[config.mk]
export PLATFORM = sky130hd
export DESIGN_NAME = instr_fetch_unit
export DESIGN_NICKNAME = d
export VERILOG_FILES = /design/src/rtl/instr_fetch_unit_pkg.sv /design/src/rtl/instr_fetch_unit_wait_timer.sv /design/src/rtl/instr_fetch_unit.sv
export SDC_FILE = /design/constraint.sdc
export NUM_CORES = 1
export LEC_CHECK = 0
export ABC_AREA = 1
export BUFFER_PORTS_ARGS = -buffer_cell sky130_fd_sc_hd__buf_2
export CELL_PAD_IN_SITES_DETAIL_PLACEMENT = 1
export CELL_PAD_IN_SITES_GLOBAL_PLACEMENT = 2
export CORE_UTILIZATION = 30
export CTS_BUF_LIST = sky130_fd_sc_hd__clkbuf_16
export DETAILED_ROUTE_END_ITERATION = 8
export HOLD_SLACK_MARGIN = 0.1
export MAX_ROUTING_LAYER = met4
export PLACE_DENSITY = 0.86
export SYNTH_ARGS = -nofsm -noshare
export SYNTH_HDL_FRONTEND = slang
export SYNTH_HIERARCHICAL = 1
export SYNTH_SLANG_ARGS = --single-unit
export TNS_END_PERCENT = 20
[constraint.sdc]
create_clock -name Clock -period 5.1 [get_ports Clock]
set_input_delay 0.51 -clock Clock [delete_from_list [all_inputs] [get_ports Clock]]
set_output_delay 0.51 -clock Clock [all_outputs]
set_load 0.05 [all_outputs]
[src/rtl/instr_fetch_unit_pkg.sv]
// Shared fetch-unit definitions: bus width defaults, FSM state encoding
// and the wait-timer limit helper used by the fetch FSM and its timer.
package instr_fetch_unit_pkg;

    localparam int ADDR_W_DEF   = 16;
    localparam int DATA_W_DEF   = 16;
    localparam int WAIT_MAX_DEF = 15;
    localparam int CNT_W        = 8;

    typedef enum logic [2:0] {
        S_IDLE = 3'd0,
        S_REQ  = 3'd1,
        S_WAIT = 3'd2,
        S_DONE = 3'd3,
        S_ERR  = 3'd4
    } fetch_state_e;

    // Last counter value allowed in WAIT before the fetch is abandoned.
    function automatic logic [CNT_W-1:0] wait_limit(input int wait_max);
        int lim;
        lim = wait_max - 1;
        return lim[CNT_W-1:0];
    endfunction

endpackage

[src/rtl/instr_fetch_unit_wait_timer.sv]
// Clear/enable wait-cycle counter for the fetch FSM.
// expired is high while the count sits on the last allowed WAIT cycle.
module fetch_wait_timer
    import instr_fetch_unit_pkg::*;
#(
    parameter int WAIT_MAX = WAIT_MAX_DEF
) (
    input  logic Clock,
    input  logic Reset_n,
    input  logic clear,
    input  logic en,
    output logic expired
);

    logic [CNT_W-1:0] count;

    assign expired = (count == wait_limit(WAIT_MAX));

    always_ff @(posedge Clock or negedge Reset_n) begin
        if (!Reset_n) begin
            count <= '0;
        end else if (clear) begin
            count <= '0;
        end else if (en && !expired) begin
            count <= count + 1'b1;
        end
    end

endmodule

[src/rtl/instr_fetch_unit.sv]
// Instruction fetch unit: captures PC, runs a handshaked memory read,
// latches the word into IR and strobes pcd once per completed fetch.
module instr_fetch_unit
    import instr_fetch_unit_pkg::*;
#(
    parameter int ADDR_W   = ADDR_W_DEF,
    parameter int DATA_W   = DATA_W_DEF,
    parameter int WAIT_MAX = WAIT_MAX_DEF
) (
    input  logic              Clock,
    input  logic              Reset_n,
    input  logic [ADDR_W-1:0] PC_out,
    input  logic              fetch_req,
    input  logic              flush,
    output logic [ADDR_W-1:0] mem_addr,
    output logic              mem_rd_en,
    input  logic [DATA_W-1:0] mem_rdata,
    input  logic              mem_ready,
    output logic [DATA_W-1:0] IR_out,
    output logic              pcd,
    output logic              fetch_done,
    output logic              fetch_err,
    output logic              busy
);

    fetch_state_e state, state_nxt;

    logic start;
    logic ir_load;
    logic tmr_clear;
    logic tmr_en;
    logic tmr_expired;

    fetch_wait_timer #(
        .WAIT_MAX (WAIT_MAX)
    ) u_timer (
        .Clock   (Clock),
        .Reset_n (Reset_n),
        .clear   (tmr_clear),
        .en      (tmr_en),
        .expired (tmr_expired)
    );

    always_ff @(posedge Clock or negedge Reset_n) begin
        if (!Reset_n) begin
            state <= S_IDLE;
        end else begin
            state <= state_nxt;
        end
    end

    always_comb begin
        state_nxt = state;
        start     = 1'b0;
        ir_load   = 1'b0;
        tmr_clear = 1'b0;
        tmr_en    = 1'b0;
        unique case (state)
            S_IDLE: begin
                if (fetch_req && !flush) begin
                    start     = 1'b1;
                    state_nxt = S_REQ;
                end
            end
            S_REQ: begin
                tmr_clear = 1'b1;
                state_nxt = flush ? S_IDLE : S_WAIT;
            end
            S_WAIT: begin
                // Flush beats a same-cycle ready; the read data is dropped.
                if (flush) begin
                    state_nxt = S_IDLE;
                end else if (mem_ready) begin
                    ir_load   = 1'b1;
                    state_nxt = S_DONE;
                end else if (tmr_expired) begin
                    state_nxt = S_ERR;
                end else begin
                    tmr_en = 1'b1;
                end
            end
            S_DONE:  state_nxt = S_IDLE;
            S_ERR:   state_nxt = S_IDLE;
            default: state_nxt = S_IDLE;
        endcase
    end

    always_ff @(posedge Clock or negedge Reset_n) begin
        if (!Reset_n) begin
            mem_addr <= '0;
        end else if (start) begin
            mem_addr <= PC_out;
        end
    end

    always_ff @(posedge Clock or negedge Reset_n) begin
        if (!Reset_n) begin
            IR_out <= '0;
        end else if (ir_load) begin
            IR_out <= mem_rdata;
        end
    end

    // Combinational so a jump arriving in DONE suppresses the increment.
    assign fetch_done = (state == S_DONE) && !flush;
    assign pcd        = fetch_done;
    assign fetch_err  = (state == S_ERR);
    assign mem_rd_en  = (state == S_REQ) || (state == S_WAIT);
    assign busy       = (state != S_IDLE);

endmodule
==> summary.md, run 1 <==
| Metric | Value |
|---|---|
| Status | complete, but fails checks |
| Failing checks | design-rule violations |
| VDD IR max | 0.0002010 V |
| Seq cells post-synth | 43 |
| CORE AREA | 0.006459 mm² |
| Fraction of layout cells with a size suffix above 1 | 32.91% |
| Min-delay worst type | input pin to asynchronous set/reset pin |
| Die height | 84.63 µm |
| Clk sink count | 43 |
| CTS root buf | clkbuf_16 |
| Initial antenna violation count | 1 |
| Post-synthesis compound-gate area fraction | 0.7330% |
| Finished Layout Cells | 394 |
| Area growth from synthesis to layout | 26.94% |
| Sequential fraction of the synthesis area | 52.54% |
| Final wirelength | 5165 µm |
| Critical path's largest stage delay | 0.55 ns |
| Total congestion overflow | 0 |
| Max H-tree Level | 2 |
| Fmax | 0.4375 GHz |
| GP Congestion | 0.6994 |
| Worst EP arrival | 1.78 ns |
| Syn Nets | 280 |
| Die Wd | 84.63 µm |
| Max_cap viols | 0 |
| Most frequent cells in the layout | nand2_1, buf_2, dfrtp_1 |
| Final setup fails | 0 |
| Setup TNS | 0 ns |
| Io pins | 74 |
| Clk slew on worst S/H paths | 0.06 ns |
| RSZ-0062 raised after global routing | no |
| Via Count | 1,789 |
| CP Cell Sequence | nor3_1, or2_2, buf_2 |
| Largest net degree at the start of global routing | 44 |
| Post-synthesis adder-cell area fraction | 1.222% |
| Commonest non-fill, non-tap cell in the layout | nand2_1 |
| Delay-heaviest family, CP | simple AND/OR/NAND/NOR gates |
| Main combinational cell family by area after synthesis | simple AND/OR/NAND/NOR gates |
| Total CTS buffers | 5 |
| Xor/xnor share of the synthesized area | 1.283% |
| Unique masters post-synth | 23 |
| Fin. max-slew vios | 0 |
| Max stage delay cell, worst path | nor3_1 |
| Mux share of post-synthesis cell area | 0% |
| Worst Tran Pin Value | 0.9762 ns |
| Critical Path Fanout Max | 5 |
| Port-buffer cells | 73 |
| Yosys warns | 6 |
| Mean post-synth cell area | 8.499 µm² |
| DPL Wire Length | 3766 µm |
| Cell count after synthesis | 241 |
| Startpoint Class | register |
| Die area | 0.007161 mm² |
| Post-CTS Resized | 0 |
| Nets | 354 |
| Synth Cell Area | 0.002048 mm² |
| Pwr Density | 711.4 mW/mm² |
| Fraction of the mapped netlist area in simple logic gates | 37.81% |
| Drt pass-1 iters | 6 |
| Initial core utilization | 31.71% |
| Placed instance count | 385 |
| Bufs on Longest Clock Path | 2 |
| Crit path required time | 4.59 ns |
| Drt drc | 7 |
| Vias in the first global route | 1,849 |
| Standard-cell row count | 29 |
| Avg WL per Cell | 13.11 µm |
| Hold bufs inserted after CTS | 0 |
| Worst path bufs/invs | 1 |
| Period minus WS final | 2.286 ns |
| CP Capture Type | output port |
| First-pass GRT wire length | 8783 µm |
| Slew HR | 34.92% |
| Final Skew | 0.005350 ns |
| Vias per cell | 4.541 |
| Post CTS Setup Buffer Count | 0 |
| Period utilization | 44.82% |
| Clock latency on the worst-skew pair | 0.28 ns |
| CTS tree | done |
| Global-route usage over all layers | 15.93% |
| Final-report hold violation count | 0 |
| Leak pwr | 0.001499 µW |
| Routed Antenna Nets | 0 |
| Critical path class | register to output port |
| Initial DRC Count | 53 |
==> final cells by class <==
cell class | instances | area (µm²)
Clock inverter | 3 | 25.02
Antenna cell | 1 | 2.502
Sequential cell | 43 | 1076
Multi-Input combinational cell | 175 | 840.8
Clock buffer | 5 | 125.1
Timing Repair Buffer | 73 | 365.4
Tap cell | 77 | 96.34
Fill cell | 814 | 3859
Inverter | 17 | 68.82
==> power breakdown <==
part           switching, µW  internal (µW)  total [µW]
clock                    137            183         320
combinational            757            208         965
sequential              84.8            481         565
total                    978            871        1850
==> cells by family (layout without fill, tap and decap cells) <==
group | after synthesis | in the layout
fa+ha+maj | 2 | 2
xor+xnor | 3 | 3
flops | 43 | 43
simple gates | 168 | 168
buf+inv | 23 | 98
compound gates | 2 | 2
other cells | 0 | 1
==> registers in the layout, summed over array words and instances, names as in the netlist <==
register       count
mem_addr          16
IR_out            16
u_timer/count      8
state              3
==> Yosys cell counts <==
| cell | n | share of area (%) |
|---|---|---|
| nand2_2 | 9 | 2.7 |
| or2_2 | 1 | 0.31 |
| nand3_4 | 1 | 0.86 |
| buf_2 | 1 | 0.24 |
| nand4_1 | 4 | 1.2 |
| inv_6 | 1 | 0.43 |
| nor2_2 | 2 | 0.61 |
| xor2_1 | 3 | 1.3 |
| buf_4 | 2 | 0.73 |
| dfrtp_1 | 43 | 53 |
| nor2_1 | 14 | 2.6 |
| nand2_1 | 104 | 19 |
| ha_1 | 2 | 1.2 |
| inv_1 | 12 | 2.2 |
| inv_2 | 4 | 0.73 |
| buf_12 | 1 | 0.98 |
| o21bai_1 | 2 | 0.73 |
| nand3_1 | 26 | 6.4 |
| nor3_1 | 2 | 0.49 |
| buf_6 | 2 | 1.1 |
| nor2_8 | 2 | 2.0 |
| nand2_4 | 1 | 0.55 |
| nor2_4 | 2 | 1.1 |
==> layer usage <==
metal / vias up / share of wire (%) / track usage [%]
li1: 900 / - / -
met3: 0 / 6.3 / 3.835
met4: 0 / 0 / 3.698
met2: 53 / 49 / 27.94
met1: 836 / 44 / 18.41
met5: - / 0 / -
==> through the flow <==
| stage | hold slack [ns] | total power (µW) | area (µm²) | setup slack [ns] | util (%) |
|---|---|---|---|---|---|
| finish | 0.3788 | 1850 | 2600 | 2.814 | 40.26 |
| global route | 0.4263 | 1965 | 2600 | 2.728 | 40.26 |
| CTS | 0.4184 | 1876 | 2597 | 2.777 | 40.22 |
| detailed placement | 0.4546 | 1549 | 2447 | 3.095 | 37.89 |
| global placement | 0.4494 | 1529 | 2447 | 3.150 | 37.89 |
| floorplan | 0.2144 | 1318 | 2048 | 2.557 | - |
==> final timing paths <==
| check | endpoint | slack [ns] | cells after the start | startpoint |
|---|---|---|---|---|
| min reg2reg | mem_addr[2] | 0.46 | 2 | mem_addr[2] |
| min | mem_addr[2] | 0.38 | 1 | Reset_n |
| min in group Clock | IR_out[15] | 0.42 | 3 | mem_rdata[15] |
| max | mem_rd_en | 2.81 | 3 | state[2] |
| max in group asynchronous | u_timer/count[3] | 4.10 | 1 | Reset_n |
| max reg2reg | u_timer/count[7] | 3.24 | 14 | u_timer/count[0] |
Note: power is estimated with default switching activity, not from simulation.
==> run 2: changes to the inputs <==
Settings changed: ABC_AREA 1 to 0, CORE_UTILIZATION 30 to 31, PLACE_DENSITY 0.86 to 0.79.
Clock period 5.1 ns to 2.3 ns, I/O delays scaled along.
==> run 2 against run 1 <==
  * The flow now finishes without violations
  * Die area decreased by 7.0%
  * Utilization is 2.9 points higher
  * First-iteration DRC count up 7.5%
  * Wire length shrank 13%
  * Clock-buffer cell count unchanged
  * Flip-flop and latch count did not move
  * Register-to-register slack worse by 3.0 ns
  * Synthesized area decreased by 4.0%
  * Combinational power up 21%
  * Worst hold slack got worse by 0.21 ns
  * Clock skew shrank 0.0011 ns
==> summary.md, run 2 <==
| Metric | Value |
|---|---|
| Status | completed |
| Yosys warns | 6 (unchanged) |
| Min-delay worst type | input pin to register |
| Die area | 0.006663 mm² (-7.0%) |
| Top Registers | IR_out: 16 flops, mem_addr: 16 flops, u_timer/count: 8 flops |
| Share of the synthesized area in the top cell type | 54.74% (+2.2 points) |
| Ys async rst share | 100.0% (unchanged) |
| Final-report hold violation count | 0 (unchanged) |
| CORE AREA | 0.006026 mm² (-6.7%) |
| Hold path depth | 2 |
| Hold Crit Endpoint | state[0] |
| Initial antenna violation count | 0 (-1) |
| Drt drc | 0 (-7) |
| Critical path class | register to register |
| Drt pass-1 iters | 4 (-2) |
| Post-synth top cells | dfrtp_1, mux2_4, mux2_2 |
| Vias in the first global route | 1,513 (-18%) |
| RSZ-0062 raised after global routing | no |
| Hold Slack | 0.1645 ns (-0.2143 ns) |
| Worst EP arrival | 2.27 ns (+0.49 ns) |
| Bufs on Longest Clock Path | 2 (unchanged) |
| Worst Setup SP | u_timer/count[1] |
| Leak pwr | 0.001332 µW (-11%) |
| CP Capture Type | register |
| EDFF count, synth | 0 (unchanged) |
| R2R Setup Slk | 0.20 ns (-3.04 ns) |
| Clk slew on worst S/H paths | 0.06 ns (about the same) |
| CP Cell Sequence | ha_1, nor4b_4, and2_2, nor3_2, nand3_1, nor3_1, mux2_2 |
| CTS root buf | clkbuf_16 |
| GP Congestion | 0.7194 (+2.9%) |
| Seq cells post-synth | 43 (unchanged) |
| Mean post-synth cell area | 13.94 µm² (+64%) |
| DP Area | 0.002421 mm² (-1.1%) |
| Critical path's largest stage delay | 0.43 ns (-0.12 ns) |
| Cell count after synthesis | 141 (-41%) |
| Reg2Reg Depth | 7 (-7) |
| Worst Tran Pin Value | 0.5272 ns (-0.4490 ns) |
| Synth Cell Area | 0.001966 mm² (-4.0%) |
| Area growth from synthesis to layout | 32.21% |
| Total congestion overflow | 0 (unchanged) |
| Largest net degree at the start of global routing | 20 (-55%) |
| Via Count | 1,393 (-22%) |
| Placed instance count | 289 (-25%) |
| Synth area leader | dfrtp_1 |
| Fin. max-slew vios | 0 (unchanged) |
| Initial core utilization | 32.62% (+0.91 points) |
| Sequential fraction of the synthesis area | 54.74% (+2.2 points) |
| Worst hold start | flush |
| Die Wd | 81.63 µm (-3.5%) |
| Finished Layout Cells | 297 (-25%) |
| Most frequent cells in the layout | buf_2, dfrtp_1, mux2_4 |
| Fmax | 0.4756 GHz |
| Slew HR | 64.81% (+30 points) |
| Final wirelength | 4483 µm (-13%) |
| Core Util, Final | 43.13% (+2.9 points) |
| R2r endpoint | u_timer/count[7] |
| Initial DRC Count | 57 (+7.5%) |
| Setup TNS | 0 ns (unchanged) |
| Unique masters post-synth | 35 (+52%) |
| Io pins | 74 (unchanged) |
| Max_cap viols | 0 (unchanged) |
| Filler cells | 671 (-18%) |
| Max H-tree Level | 2 (unchanged) |
| Vias per cell | 4.690 (+3.3%) |
| Period minus WS final | 2.103 ns |
| Max stage delay cell, worst path | dfrtp_1 |
| Period utilization | 91.41% |
| Routed Antenna Nets | 0 (unchanged) |
| Port-buffer cells | 73 (unchanged) |
| Startpoint Class | register |
| Clock latency on the worst-skew pair | 0.28 ns (about the same) |
| Final Skew | 0.004300 ns (-0.001050 ns) |
| Fraction of layout cells with a size suffix above 1 | 56.76% (+24 points) |
| Nets | 261 (-26%) |
| Most common flop cell mapped by yosys | dfrtp_1 |
| Syn Nets | 180 (-36%) |
| Clk sink count | 43 (unchanged) |
| Standard-cell row count | 28 (-3.4%) |
| Commonest non-fill, non-tap cell in the layout | buf_2 |
| Delay-heaviest family, CP | simple AND/OR/NAND/NOR gates |
| Antenna cells | 0 (-1) |
| Total CTS buffers | 5 (unchanged) |
| Critical Path Fanout Max | 6 (+1) |
| Final setup fails | 0 (unchanged) |
| Area contributors post-synth | dfrtp_1, mux2_4, mux2_2 |
| Worst path bufs/invs | 0 (-1) |
| DPL Wire Length | 3344 µm (-11%) |
| Reg2reg start | u_timer/count[1] |
| Crit path required time | 2.46 ns (-2.13 ns) |
| VDD IR max | 0.0006625 V (+230%) |
| Pwr Density | 1149 mW/mm² (+61%) |
| Die height | 81.63 µm (-3.5%) |
| Fin area | 0.002599 mm² (about the same) |
| Avg WL per Cell | 15.09 µm (+15%) |
| First-pass GRT wire length | 7521 µm (-14%) |
| CTS tree | done |
| Global-route usage over all layers | 15.66% (-0.27 points) |
| Top-count cell post-synth | dfrtp_1 |
## run 2: where the power goes
part / switching [µW] / internal (µW)
logic: 815 / 356
registers: 101 / 933
clock network: 275 / 505
total: 1190 / 1790
## run 2: kinds of logic (layout without fill, tap and decap cells)
| family | Yosys count | count (layout) | synth area share, % |
|---|---|---|---|
| compound gates | 13 | 13 | 3.819 |
| fa+ha+maj | 2 | 2 | 1.273 |
| buf+inv | 7 | 88 | 2.291 |
| flops | 43 | 43 | 54.74 |
| mux | 37 | 37 | 24.95 |
| simple gates | 39 | 39 | 12.92 |
## run 2: per-layer routing
metal | track usage (%) | vias to the layer above | wire length [µm]
met5 | - | - | 0
met2 | 23.33 | 51 | 2094
met3 | 4.222 | 4 | 292
li1 | - | 653 | -
met1 | 20.58 | 685 | 2050
met4 | 5.263 | 0 | 46
## run 2: how the worst max path moves through the flow
stage,depth (start not counted),slack (ns),to
finish,7,0.20,u_timer/count[7]
global placement,7,0.1,u_timer/count[7]
global route,7,0.03,u_timer/count[7]
floorplan,8,0.25,u_timer/count[7]
CTS,7,0.009,u_timer/count[7]
detailed placement,7,0.02,u_timer/count[7]
## run 2: metrics by stage
step / setup WS (ns) / total power [µW]
after global routing: 0.02962 / 3123
after CTS: 0.008961 / 3029
final: 0.1975 / 2985
after floorplan: 0.2540 / 1921
after detailed placement: 0.02046 / 2221
after global placement: 0.09514 / 2195
## run 2: worst reg2reg max path, stage by stage, from the launching register on
cell,delay [ns]
dfrtp_1,0.43
ha_1,0.20
nor4b_4,0.15
and2_2,0.21
nor3_2,0.30
nand3_1,0.17
nor3_1,0.18
mux2_2,0.36
## run 2: final cells by class
type | count | area [µm²] | share of cell area, %
flip-flops and latches | 43 | 1076 | 41.41
multi-input cells | 91 | 849.6 | 32.69
repair buffers | 78 | 405.4 | 15.60
clock buffers | 5 | 125.1 | 4.815
well taps | 75 | 93.84 | 3.611
clock inverters | 2 | 37.54 | 1.444
inverters | 3 | 11.26 | 0.4333
## run 2: repair_timing
item,4_1_cts,5_1_grt
endpoints found under the hold margin,10,0
hold buffers,1,0
setup buffers,0,0
setup endpoints to repair,0,6
resized for setup,0,1
